==> src/rtl/cc_decoder_strobe.sv <==
// rtl/cc_decoder_strobe.sv - registered active-low one-hot write strobe with req/busy/done handshake
// Optional macro CC_DECODER_STROBE_G0PROTECT_EN write-protects index 0 (skips the strobe, still pulses done).
module cc_decoder_strobe #(
   parameter int DATAWIDTH_DECODER_SELECTION = 4,
   parameter int DATAWIDTH_DECODER_OUT       = 16,
   parameter int DECODER_VALID_COUNT         = 14,
   parameter int STROBE_CYCLES               = 1
) (
   input  logic                                   CC_DECODER_STROBE_CLOCK_50,
   input  logic                                   CC_DECODER_STROBE_RESET_InLow,
   input  logic [DATAWIDTH_DECODER_SELECTION-1:0] CC_DECODER_STROBE_Selection_InBUS,
   input  logic                                   CC_DECODER_STROBE_Request_In,
   output logic [DATAWIDTH_DECODER_OUT-1:0]       CC_DECODER_STROBE_Selection_OutBUS,
   output logic                                   CC_DECODER_STROBE_Busy_Out,
   output logic                                   CC_DECODER_STROBE_Done_Out,
   output logic                                   CC_DECODER_STROBE_Error_Out
);

`ifdef CC_DECODER_STROBE_G0PROTECT_EN
   localparam bit G0_PROTECT = 1'b1;
`else
   localparam bit G0_PROTECT = 1'b0;
`endif

   localparam int unsigned VALID_LIMIT = DECODER_VALID_COUNT;
   localparam logic [3:0]  CNT_LOAD    = 4'(STROBE_CYCLES - 1);

   typedef enum logic [1:0] {IDLE, STROBE, DONE} state_t;

   state_t                                 state, state_n;
   logic [3:0]                             cnt, cnt_n;
   logic [DATAWIDTH_DECODER_SELECTION-1:0] idx, idx_n;
   logic [DATAWIDTH_DECODER_OUT-1:0]       strobe_r, strobe_n;
   logic                                   busy_r, busy_n;
   logic                                   done_r, done_n;
   logic                                   err_r, err_n;
   logic                                   sel_valid;

   assign sel_valid = 32'(CC_DECODER_STROBE_Selection_InBUS) < VALID_LIMIT;

   always_ff @(posedge CC_DECODER_STROBE_CLOCK_50) begin
      if (!CC_DECODER_STROBE_RESET_InLow) begin
         state    <= IDLE;
         cnt      <= '0;
         idx      <= '0;
         strobe_r <= '1;
         busy_r   <= 1'b0;
         done_r   <= 1'b0;
         err_r    <= 1'b0;
      end else begin
         state    <= state_n;
         cnt      <= cnt_n;
         idx      <= idx_n;
         strobe_r <= strobe_n;
         busy_r   <= busy_n;
         done_r   <= done_n;
         err_r    <= err_n;
      end
   end

   // Outputs are computed for the next state so they can be registered with it.
   always_comb begin
      state_n  = state;
      cnt_n    = cnt;
      idx_n    = idx;
      strobe_n = '1;
      busy_n   = 1'b0;
      done_n   = 1'b0;
      err_n    = 1'b0;
      unique case (state)
         IDLE: begin
            if (CC_DECODER_STROBE_Request_In) begin
               if (!sel_valid) begin
                  err_n = 1'b1;
               end else if (G0_PROTECT && CC_DECODER_STROBE_Selection_InBUS == '0) begin
                  state_n = DONE;
                  busy_n  = 1'b1;
                  done_n  = 1'b1;
               end else begin
                  state_n  = STROBE;
                  idx_n    = CC_DECODER_STROBE_Selection_InBUS;
                  cnt_n    = CNT_LOAD;
                  busy_n   = 1'b1;
                  strobe_n[CC_DECODER_STROBE_Selection_InBUS] = 1'b0;
               end
            end
         end
         STROBE: begin
            busy_n = 1'b1;
            if (cnt == '0) begin
               state_n = DONE;
               done_n  = 1'b1;
            end else begin
               cnt_n       = cnt - 4'd1;
               strobe_n[idx] = 1'b0;
            end
         end
         DONE: begin
            state_n = IDLE;
         end
         default: begin
            state_n = IDLE;
         end
      endcase
   end

   assign CC_DECODER_STROBE_Selection_OutBUS = strobe_r;
   assign CC_DECODER_STROBE_Busy_Out         = busy_r;
   assign CC_DECODER_STROBE_Done_Out         = done_r;
   assign CC_DECODER_STROBE_Error_Out        = err_r;

endmodule

==> config.mk <==
export PLATFORM = sky130hd
export DESIGN_NAME = cc_decoder_strobe
export DESIGN_NICKNAME = d
export VERILOG_FILES = /design/src/rtl/cc_decoder_strobe.sv
export SDC_FILE = /design/constraint.sdc
export NUM_CORES = 1
export LEC_CHECK = 0
export BUFFER_PORTS_ARGS = -buffer_cell sky130_fd_sc_hd__buf_2
export CAP_MARGIN = 20
export CORE_AREA = 3 3 58 60
export DETAILED_ROUTE_END_ITERATION = 12
export DIE_AREA = 0 0 61 63
export HOLD_SLACK_MARGIN = 0.03
export PLACE_DENSITY = 0.65
export SYNTH_ARGS = -nofsm -noshare
export SYNTH_HDL_FRONTEND = slang
export SYNTH_SLANG_ARGS = --single-unit
==> constraint.sdc <==
create_clock -name CC_DECODER_STROBE_CLOCK_50 -period 2.7 [get_ports CC_DECODER_STROBE_CLOCK_50]
set_clock_uncertainty 0.05 [all_clocks]
set_input_delay 0.675 -clock CC_DECODER_STROBE_CLOCK_50 [delete_from_list [all_inputs] [get_ports CC_DECODER_STROBE_CLOCK_50]]
set_output_delay 0.675 -clock CC_DECODER_STROBE_CLOCK_50 [all_outputs]
set_load 0.01 [all_outputs]
==> metrics.md, run 1 <==
| Metric | Value |
|---|---|
| Slew Viols, Final | `0` |
| CTS tree | `yes` |
| Die area | `0.003843 mm2` |
| CTS root buf | `clkbuf_4` |
| Ranking of synthesized cells by area | `dfxtp_1 (45%), nor3_1 (3.5%), nand2b_1 (2.9%)` |
| Top Ports | `26` |
| Drt wl/cell | `15.91 um` |
| H-tree depth | `2` |
| N_diodes | `0` |
| Crit path max fanout | `15` |
| Worst-margin pin slew | `0.6861 ns` |
| Fin nets | `176` |
| Footprint of the multi-input gates | `633.1 um2` |
| Sw Pwr | `215.9 uW` |
| Maximum vdd drop | `0.0002709 V` |
| Fraction of layout cells with a size suffix above 1 | `0.2500` |
| Total power draw | `840.4 uW` |
| Setup crit end kind | `flop` |
| Worst R2R Setup Slack | `0.65 ns` |
| Final-report hold violation count | `0` |
| Total Neg Setup Slack | `0 ns` |
| Max Cap Viol | `0` |
| Core Rows | `20` |
| Asr flop ratio synth | `0` |
| Via-to-Cell Ratio | `5.940` |
| Mapped Cells | `143` |
| Vias in the first global route | `1,164` |
| WS Path Type | `flop to flop` |
| Util after Layout | `0.4983` |
| Postcts setup bufs | `0` |
| Crit path launch type | `flop` |
| Cell taking the most area after synthesis | `dfxtp_1` |
| RSZ-0062 raised after global routing | `no` |
| Critical-path cell list | `nand2b_1 -> or4b_2 -> a31oi_1` |
| Power density over the cells | `566.3 mW/mm2` |
| P_leak | `0.5520 nW` |
| Most common cell after layout, fill and taps aside | `dfxtp_1` |
| Clk sinks | `29` |
| Syn_nets | `152` |
| Reg power frac | `0.543` |
| Clock Path Buffers | `2` |
| Hold Slack | `0.4339 ns` |
| Worst path slowest cell | `or4b_2` |
| Initial Utilization | `0.4311` |
| Synth unique cells | `37` |
| GRT Overall Usage | `0.1880` |
| Most frequent cells in the layout | `dfxtp_1 (29), buf_2 (25), nor2_1 (9), nand2_1 (9), nor3_1 (9)` |
| Power share of the clock group | `0.352` |
| CTS Buf Count | `5` |
| Top cell type's share of synthesized area | `0.4522` |
| Worst slew margin | `0.5361` |
| Largest net degree at the start of global routing | `16` |
| # hold bufs at CTS | `0` |
| Final setup viols | `0` |
| Post-synthesis sequential area ratio | `0.4522` |
| Post-synth EDFFs | `0` |
| Cell Area, Synth | `0.001284 mm2` |
| Number of synthesized register bits | `29` |
| F_max | `486.6 MHz` |
| FILL cells | `311` |
| RD Place Congestion | `0.8213` |
| Final period util | `0.7611` |
| Die height | `63 um` |
| Register-to-Register Path Depth | `3` |
| WL final | `3.198 mm` |
| Grt ovf | `0` |
| 1st-iter DRT viols | `41` |
| Reg area | `580.6 um2` |
| # DRC | `0` |
| Combinational share of power | `0.105` |
| Critical path buffer and inverter count | `0` |
| Final ANT Viol Nets | `0` |
| CP arrival | `2.26 ns` |
| Clk slew on worst S/H paths | `0.09 ns` |
| First-pass GRT wire length | `5.402 mm` |
| Initial antenna violation count | `0` |
| Slowest stage delay, CP | `0.71 ns` |
| Layout Area Growth over Synthesis | `15.59%` |
| Pint | `624.5 uW` |
| Core box area | `0.002978 mm2` |
| Minimum clock period | `2.055 ns` |
| Ys Warns | `0` |
| Class of the worst hold path | `flop to flop` |
| Critical path depth in cells | `3` |
| Hold Crit Depth | `2` |
| Vias | `1,194` |
| I/O Buffers | `25` |
| Gate family responsible for the most delay along the worst path | `simple AND/OR/NAND/NOR gates` |
| Die Span X | `61 um` |
| Drt pass-1 iters | `4` |
| Ys flop type | `dfxtp_1` |
| Switching share of power | `0.2569` |
| WP data required | `2.91 ns` |
| Detailed Place HPWL | `2.238 mm` |
| Status | `finished, final reports clean` |
| Resized cells post-CTS | `0` |
| Worst-skew pair later-pin latency | `0.33 ns` |
| Avg Inst Size Synth | `8.977 um2` |
[metal layers]
metal	up-vias	track usage	wire, um
li1	574	-	-
met3	8	0.07231	225
met1	557	0.2257	1282
met5	-	0	0
met4	0	0.07588	60
met2	55	0.2941	1630
[worst register-to-register path: cells and delay by family (launching register included)]
kind	cells	cell delay [ns]
flops	1	0.64
compound gates	1	0.19
simple gates	2	1.11
[final cells by class]
type,count,share of cell area
Sequential cell,29,0.3912
Tap cell,33,0.02782
Clock inverter,1,0.003373
Clock buffer,7,0.04384
Multi-Input combinational cell,98,0.4266
Inverter,7,0.01771
Timing Repair Buffer,26,0.08938
[flip-flops by register name, summed over array words and instances, names as in the netlist]
name,cells
CC_DECODER_STROBE_Busy_Out,1
CC_DECODER_STROBE_Done_Out,1
CC_DECODER_STROBE_Error_Out,1
CC_DECODER_STROBE_Selection_OutBUS,16
cnt,4
idx,4
state,2
[worst paths after layout]
| path | start | to |
|---|---|---|
| setup / recovery | state[0]$_SDFFE_PN0P_ | cnt[2]$_SDFFE_PN0P_ |
| hold / removal | cnt[1]$_SDFFE_PN0P_ | cnt[1]$_SDFFE_PN0P_ |
| setup reg to reg | state[0]$_SDFFE_PN0P_ | cnt[2]$_SDFFE_PN0P_ |
| hold reg to reg | cnt[1]$_SDFFE_PN0P_ | cnt[1]$_SDFFE_PN0P_ |
[cells in the mapped netlist (4+ instances only)]
cell type and count:
nor3b_1 4, inv_1 7, nor2_1 9, nor3_1 9
nand3_1 4, nor4_1 5, clkbuf_1 6, o221ai_1 4
nand2b_1 6, nand2_1 9, dfxtp_1 29, o21ai_0 4
[power groups by stage]
stage / logic [mW] / clock network, mW / registers [mW]
2_1_floorplan: 0.0612 / 0 / 0.464
3_3_place_gp: 0.0852 / 0 / 0.465
3_5_place_dp: 0.0867 / 0 / 0.466
4_1_cts: 0.0876 / 0.310 / 0.456
5_1_grt: 0.0976 / 0.330 / 0.459
6_report: 0.0886 / 0.296 / 0.456
[per-stage QoR]
stage          area (um2)  instances  setup WS (ns)
2_1_floorplan        1284        143         0.9850
3_3_place_gp         1414        193         0.6655
3_5_place_dp         1414        193         0.5435
4_1_cts              1484        201         0.6786
5_1_grt              1484        201         0.5066
6_report             1484        201         0.6451
[cells by family after synthesis]
logic type / share of synthesized area
DFF: 0.4522
buffers and inverters: 0.05458
adders and majority gates: 0.01949
AOI/OAI and AO/OA: 0.1676
and+or+nand+nor: 0.3061
Note: power is estimated with default switching activity, not from simulation.
==> run 2: changes to the inputs <==
- PLACE_DENSITY: 0.65 -> 0.68
- clock period: 2.7 -> 1.8 ns (I/O delays scaled with it)
==> metrics.md, run 2 (same netlist as run 1, synthesis figures left out) <==
| Metric | Value |
|---|---|
| Max reg flops | `16 (unchanged)` |
| Final-report hold violation count | `0 (unchanged)` |
| Top Ports | `26 (unchanged)` |
| Most common cell after layout, fill and taps aside | `dfxtp_1` |
| Critical path buffer and inverter count | `0 (unchanged)` |
| Fraction of layout cells with a size suffix above 1 | `0.2931 (+0.04310)` |
| Drt wl/cell | `15.87 um (-0.26%)` |
| Footprint of the multi-input gates | `646.9 um2 (+2.2%)` |
| Initial Utilization | `0.4311 (unchanged)` |
| Minimum clock period | `1.752 ns (-0.3025 ns)` |
| Maximum vdd drop | `0.0006450 V (+140%)` |
| N_diodes | `0 (unchanged)` |
| Total Neg Setup Slack | `0 ns (unchanged)` |
| Die height | `63 um (unchanged)` |
| Worst slew margin | `0.7098 (+0.1737)` |
| Vias in the first global route | `1,174 (+0.86%)` |
| Most frequent cells in the layout | `dfxtp_1 (28), buf_2 (25), nor2_1 (9), nand2_1 (9), nor3_1 (9)` |
| F_max | `570.6 MHz (+17%)` |
| WL final | `3.285 mm (+2.7%)` |
| # DRC | `0 (unchanged)` |
| Postcts setup bufs | `0 (unchanged)` |
| CP arrival | `1.96 ns (-0.30 ns)` |
| First-pass GRT wire length | `5.437 mm (+0.65%)` |
| Initial antenna violation count | `0 (unchanged)` |
| Clk sinks | `29 (unchanged)` |
| Layout Area Growth over Synthesis | `21.44%` |
| Drt pass-1 iters | `4 (unchanged)` |
| Gate family responsible for the most delay along the worst path | `simple AND/OR/NAND/NOR gates` |
| Die area | `0.003843 mm2 (unchanged)` |
| Slew Viols, Final | `0 (unchanged)` |
| Vias | `1,235 (+3.4%)` |
| Worst-skew pair later-pin latency | `0.33 ns (about the same)` |
| Power density over the cells | `884.5 mW/mm2 (+56%)` |
| 1st-iter DRT viols | `49 (+20%)` |
| Via-to-Cell Ratio | `5.966 (+0.44%)` |
| Slowest stage delay, CP | `0.67 ns (-0.04 ns)` |
| CTS Buf Count | `5 (unchanged)` |
| Resized cells post-CTS | `0 (unchanged)` |
| Worst-margin pin slew | `0.4319 ns (-0.2542 ns)` |
| WP data required | `2.01 ns (-0.90 ns)` |
| Die Span X | `61 um (unchanged)` |
| FILL cells | `282 (-9.3%)` |
| Final period util | `0.9736 (+0.2125)` |
| Reg area | `581.8 um2 (+0.22%)` |
| GRT Overall Usage | `0.1886 (+0.0005837)` |
| CTS root buf | `clkbuf_4` |
| Class of the worst hold path | `primary input to flop` |
| Core Rows | `20 (unchanged)` |
| CTS tree | `yes` |
| Status | `finished, final reports clean` |
| Worst R2R Setup Slack | `0.05 ns (-0.60 ns)` |
| Crit path launch type | `flop` |
| Grt ovf | `0 (unchanged)` |
| Final ANT Viol Nets | `0 (unchanged)` |
| P_leak | `0.5872 nW (+6.4%)` |
| Crit path max fanout | `10 (-5)` |
| H-tree depth | `2 (unchanged)` |
| Clk slew on worst S/H paths | `0.09 ns (about the same)` |
| Util after Layout | `0.5235 (+0.02521)` |
| # hold bufs at CTS | `0 (unchanged)` |
| Max Cap Viol | `0 (unchanged)` |
| RD Place Congestion | `0.8924 (+8.7%)` |
| Clock Path Buffers | `2 (unchanged)` |
| Largest net degree at the start of global routing | `15 (-1)` |
| Critical-path cell list | `nand2b_1 -> or4b_2 -> a31oi_2` |
| Setup crit end kind | `flop` |
| Detailed Place HPWL | `2.359 mm (+5.4%)` |
| Final setup viols | `0 (unchanged)` |
| Fin nets | `182 (+3.4%)` |
| Core box area | `0.002978 mm2 (unchanged)` |
| WS Path Type | `flop to flop` |
| Worst path slowest cell | `or4b_2` |
| I/O Buffers | `25 (unchanged)` |
-- run 2: cell count changes in the layout (fill, tap and decap cells not counted), sizes merged --
| cell | change |
|---|---|
| buf | +6 |
| bufinv | +1 |
| clkinv | -1 |
-- run 2: cell type report --
cell class	instances	share of cell area
Clock buffer	7	0.03531
Timing Repair Buffer	32	0.1140
Multi-Input combinational cell	98	0.4149
Clock inverter	1	0.01926
Tap cell	33	0.02648
Sequential cell	29	0.3732
Inverter	7	0.01685
-- run 2: routing by layer --
layer | wire [um] | GRT usage | vias to the layer above | share of wire
met5 | 0 | 0 | - | 0
met4 | 65 | 0.08130 | 0 | 0.020
met3 | 203 | 0.05579 | 7 | 0.062
met2 | 1574 | 0.2874 | 43 | 0.48
met1 | 1441 | 0.2412 | 593 | 0.44
li1 | - | - | 592 | -
-- run 2: final timing paths --
kind / startpoint / to / cells after the start
setup / recovery: state[0]$_SDFFE_PN0P_ / cnt[2]$_SDFFE_PN0P_ / 3
hold / removal: CC_DECODER_STROBE_RESET_InLow / CC_DECODER_STROBE_Selection_OutBUS[3]$_SDFF_PN1_ / 2
setup reg to reg: state[0]$_SDFFE_PN0P_ / cnt[2]$_SDFFE_PN0P_ / 3
hold reg to reg: cnt[1]$_SDFFE_PN0P_ / cnt[1]$_SDFFE_PN0P_ / 2
-- run 2: where the power goes --
group / total [mW] / switching [mW] / internal, mW / leakage (nW)
logic: 0.145 / 0.0869 / 0.0581 / 0.305
clock network: 0.549 / 0.217 / 0.331 / 0.0455
registers: 0.685 / 0.0238 / 0.662 / 0.237
total: 1.38 / 0.328 / 1.05 / 0.587
-- run 2: per-stage QoR --
| step | worst slack, ns | cells | cell area, um2 | hold WS [ns] | total power, mW |
|---|---|---|---|---|---|
| global placement | 0.1456 | 199 | 1459 | 0.4108 | 0.8354 |
| finish | 0.04758 | 207 | 1559 | 0.3918 | 1.379 |
| floorplan | 0.1330 | 143 | 1284 | 0.3684 | 0.7878 |
| CTS | 0.02021 | 207 | 1544 | 0.3861 | 1.385 |
| global route | -0.009432 | 207 | 1559 | 0.4164 | 1.445 |
| detailed placement | 0.02909 | 199 | 1459 | 0.4157 | 0.8402 |
==> run 3: changes to the inputs <==
- clock period: 1.8 -> 1.5 ns (I/O delays scaled with it)
==> metrics.md, run 3 (same netlist as run 1, synthesis figures left out) <==
| Metric | Value |
|---|---|
| F_max | `670.2 MHz (+17%)` |
| First-pass GRT wire length | `5.589 mm (+2.8%)` |
| CP arrival | `1.70 ns (-0.26 ns)` |
| N_diodes | `0 (unchanged)` |
| Class of the worst hold path | `primary input to flop` |
| Final setup viols | `0 (unchanged)` |
| Die height | `63 um (unchanged)` |
| Final ANT Viol Nets | `0 (unchanged)` |
| WS Path Type | `flop to flop` |
| Drt pass-1 iters | `4 (unchanged)` |
| Via-to-Cell Ratio | `5.757 (-3.5%)` |
| Setup crit end kind | `flop` |
| CTS tree | `yes` |
| GRT Overall Usage | `0.1962 (+0.007564)` |
| Total Neg Setup Slack | `0 ns (unchanged)` |
| Top Ports | `26 (unchanged)` |
| Crit path launch type | `flop` |
| # DRC | `0 (unchanged)` |
| Status | `finished, final reports clean` |
| Vias in the first global route | `1,226 (+4.4%)` |
| Worst path slowest cell | `or4_1` |
| Die area | `0.003843 mm2 (unchanged)` |
| WP data required | `1.71 ns (-0.30 ns)` |
| Core box area | `0.002978 mm2 (unchanged)` |
| Final cell count without fillers | `222 (+7.2%)` |
| Layout Area Growth over Synthesis | `34.11%` |
| Total power draw | `1.680 mW (+22%)` |
| WL final | `3.378 mm (+2.8%)` |
| Maximum vdd drop | `0.0007985 V (+24%)` |
| Grt ovf | `0 (unchanged)` |
| Placed cells | `212 (+6.5%)` |
| Worst-margin pin slew | `0.3632 ns (-0.06879 ns)` |
| RD Place Congestion | `0.9182 (+2.9%)` |
| Initial antenna violation count | `0 (unchanged)` |
| I/O Buffers | `25 (unchanged)` |
| Largest net degree at the start of global routing | `12 (-3)` |
| Max Cap Viol | `0 (unchanged)` |
| RSZ-0062 raised after global routing | `yes` |
| Minimum clock period | `1.492 ns (-0.2604 ns)` |
| Vias | `1,278 (+3.5%)` |
| Worst-skew pair later-pin latency | `0.33 ns (about the same)` |
| Detailed Place HPWL | `2.501 mm (+6.0%)` |
| Power density over the cells | `975.9 mW/mm2 (+10%)` |
| Worst slew margin | `0.7557 (+0.04584)` |
| Hold Slack | `0.3597 ns (-0.03211 ns)` |
| Fin nets | `197 (+8.2%)` |
| Drt wl/cell | `15.22 um (-4.1%)` |
| # hold bufs at CTS | `0 (unchanged)` |
| Final-report hold violation count | `0 (unchanged)` |
| H-tree depth | `2 (unchanged)` |
| Slew Viols, Final | `0 (unchanged)` |
| Critical path buffer and inverter count | `1 (+1)` |
| Clk slew on worst S/H paths | `0.09 ns (about the same)` |
| Initial Utilization | `0.4311 (unchanged)` |
| Crit path max fanout | `2 (-8)` |
| P_leak | `0.6747 nW (+15%)` |
| Die Span X | `61 um (unchanged)` |
| FILL cells | `257 (-8.9%)` |
| Fraction of layout cells with a size suffix above 1 | `0.3757 (+0.08256)` |
| Max reg flops | `16 (unchanged)` |
| Clock Path Buffers | `2 (unchanged)` |
| Slowest stage delay, CP | `0.42 ns (-0.25 ns)` |
| Most common cell after layout, fill and taps aside | `dfxtp_1` |
| 1st-iter DRT viols | `42 (-14%)` |
| Most frequent cells in the layout | `dfxtp_1 (27), buf_2 (25), buf_4 (20)` |
| Gate family responsible for the most delay along the worst path | `simple AND/OR/NAND/NOR gates` |
| Final period util | `0.9947 (+0.02111)` |
| CTS root buf | `clkbuf_4` |
| Critical-path cell list | `buf_6 -> or3_1 -> or4_1 -> a31oi_1` |
| CTS Buf Count | `5 (unchanged)` |
| Core Rows | `20 (unchanged)` |
| Clk sinks | `29 (unchanged)` |
==> run 3: cell types whose count changed in the layout (fill, tap and decap cells not counted), sizes merged <==
| cell | before | now |
|---|---|---|
| buf | 32 | 46 |
| nor3b | 4 | 5 |
==> run 3: path summary, 6_finish.rpt <==
kind	from	end	slack [ns]	cells past startpoint
worst max-delay path	cnt[1]$_SDFFE_PN0P_	cnt[3]$_SDFFE_PN0P_	0.008	4
worst min-delay path	CC_DECODER_STROBE_Selection_InBUS[3]	CC_DECODER_STROBE_Selection_OutBUS[5]$_SDFF_PN1_	0.36	3
worst max register to register	cnt[1]$_SDFFE_PN0P_	cnt[3]$_SDFFE_PN0P_	0.008	4
worst min register to register	idx[0]$_SDFFE_PN0P_	CC_DECODER_STROBE_Selection_OutBUS[15]$_SDFF_PN1_	0.45	1
==> run 3: per-layer routing <==
layer | global-route usage | wire [um] | part of all wire | up-vias
li1 | - | - | - | 619
met1 | 0.2456 | 1433 | 0.42 | 600
met2 | 0.2888 | 1640 | 0.49 | 55
met3 | 0.05992 | 262 | 0.078 | 4
met4 | 0.1138 | 41 | 0.012 | 0
met5 | 0 | 0 | 0 | -
==> run 3: where the power goes <==
group          switching [mW]  internal, mW  total [mW]
Combinational           0.112        0.0885       0.200
Clock                   0.264         0.398       0.662
Sequential             0.0240         0.794       0.818
==> run 3: repair_timing <==
item,in CTS,in global routing
pin swaps,2,1
gates cloned,1,0
setup endpoints to repair,18,8
hold endpoints to repair,0,0
setup buffers,1,0
gates resized for setup,7,4
==> run 3: layout make-up <==
class	count	area (um2)	share of cell area
Multi-Input combinational cell	99	699.4	0.4063
Clock buffer	7	55.05	0.03198
Sequential cell	29	583.1	0.3387
Timing Repair Buffer	46	286.5	0.1664
Inverter	7	26.28	0.01526
Clock inverter	1	30.03	0.01744
Tap cell	33	41.29	0.02398
==> run 3: stage by stage <==
step	util	setup WS, ns	cell area, um2
finish	0.5782	0.007991	1722
global route	0.5782	-0.05494	1722
CTS	0.5740	0.01524	1709
detailed placement	0.5282	-0.1475	1573
global placement	0.5282	-0.08142	1573
floorplan	-	0.004104	1300
==> run 3: worst min-delay path, delay by kind of cell <==
family                 cells  cell delay (ns)
AOI/OAI and AO/OA          1             0.09
buffers and inverters      2             0.23
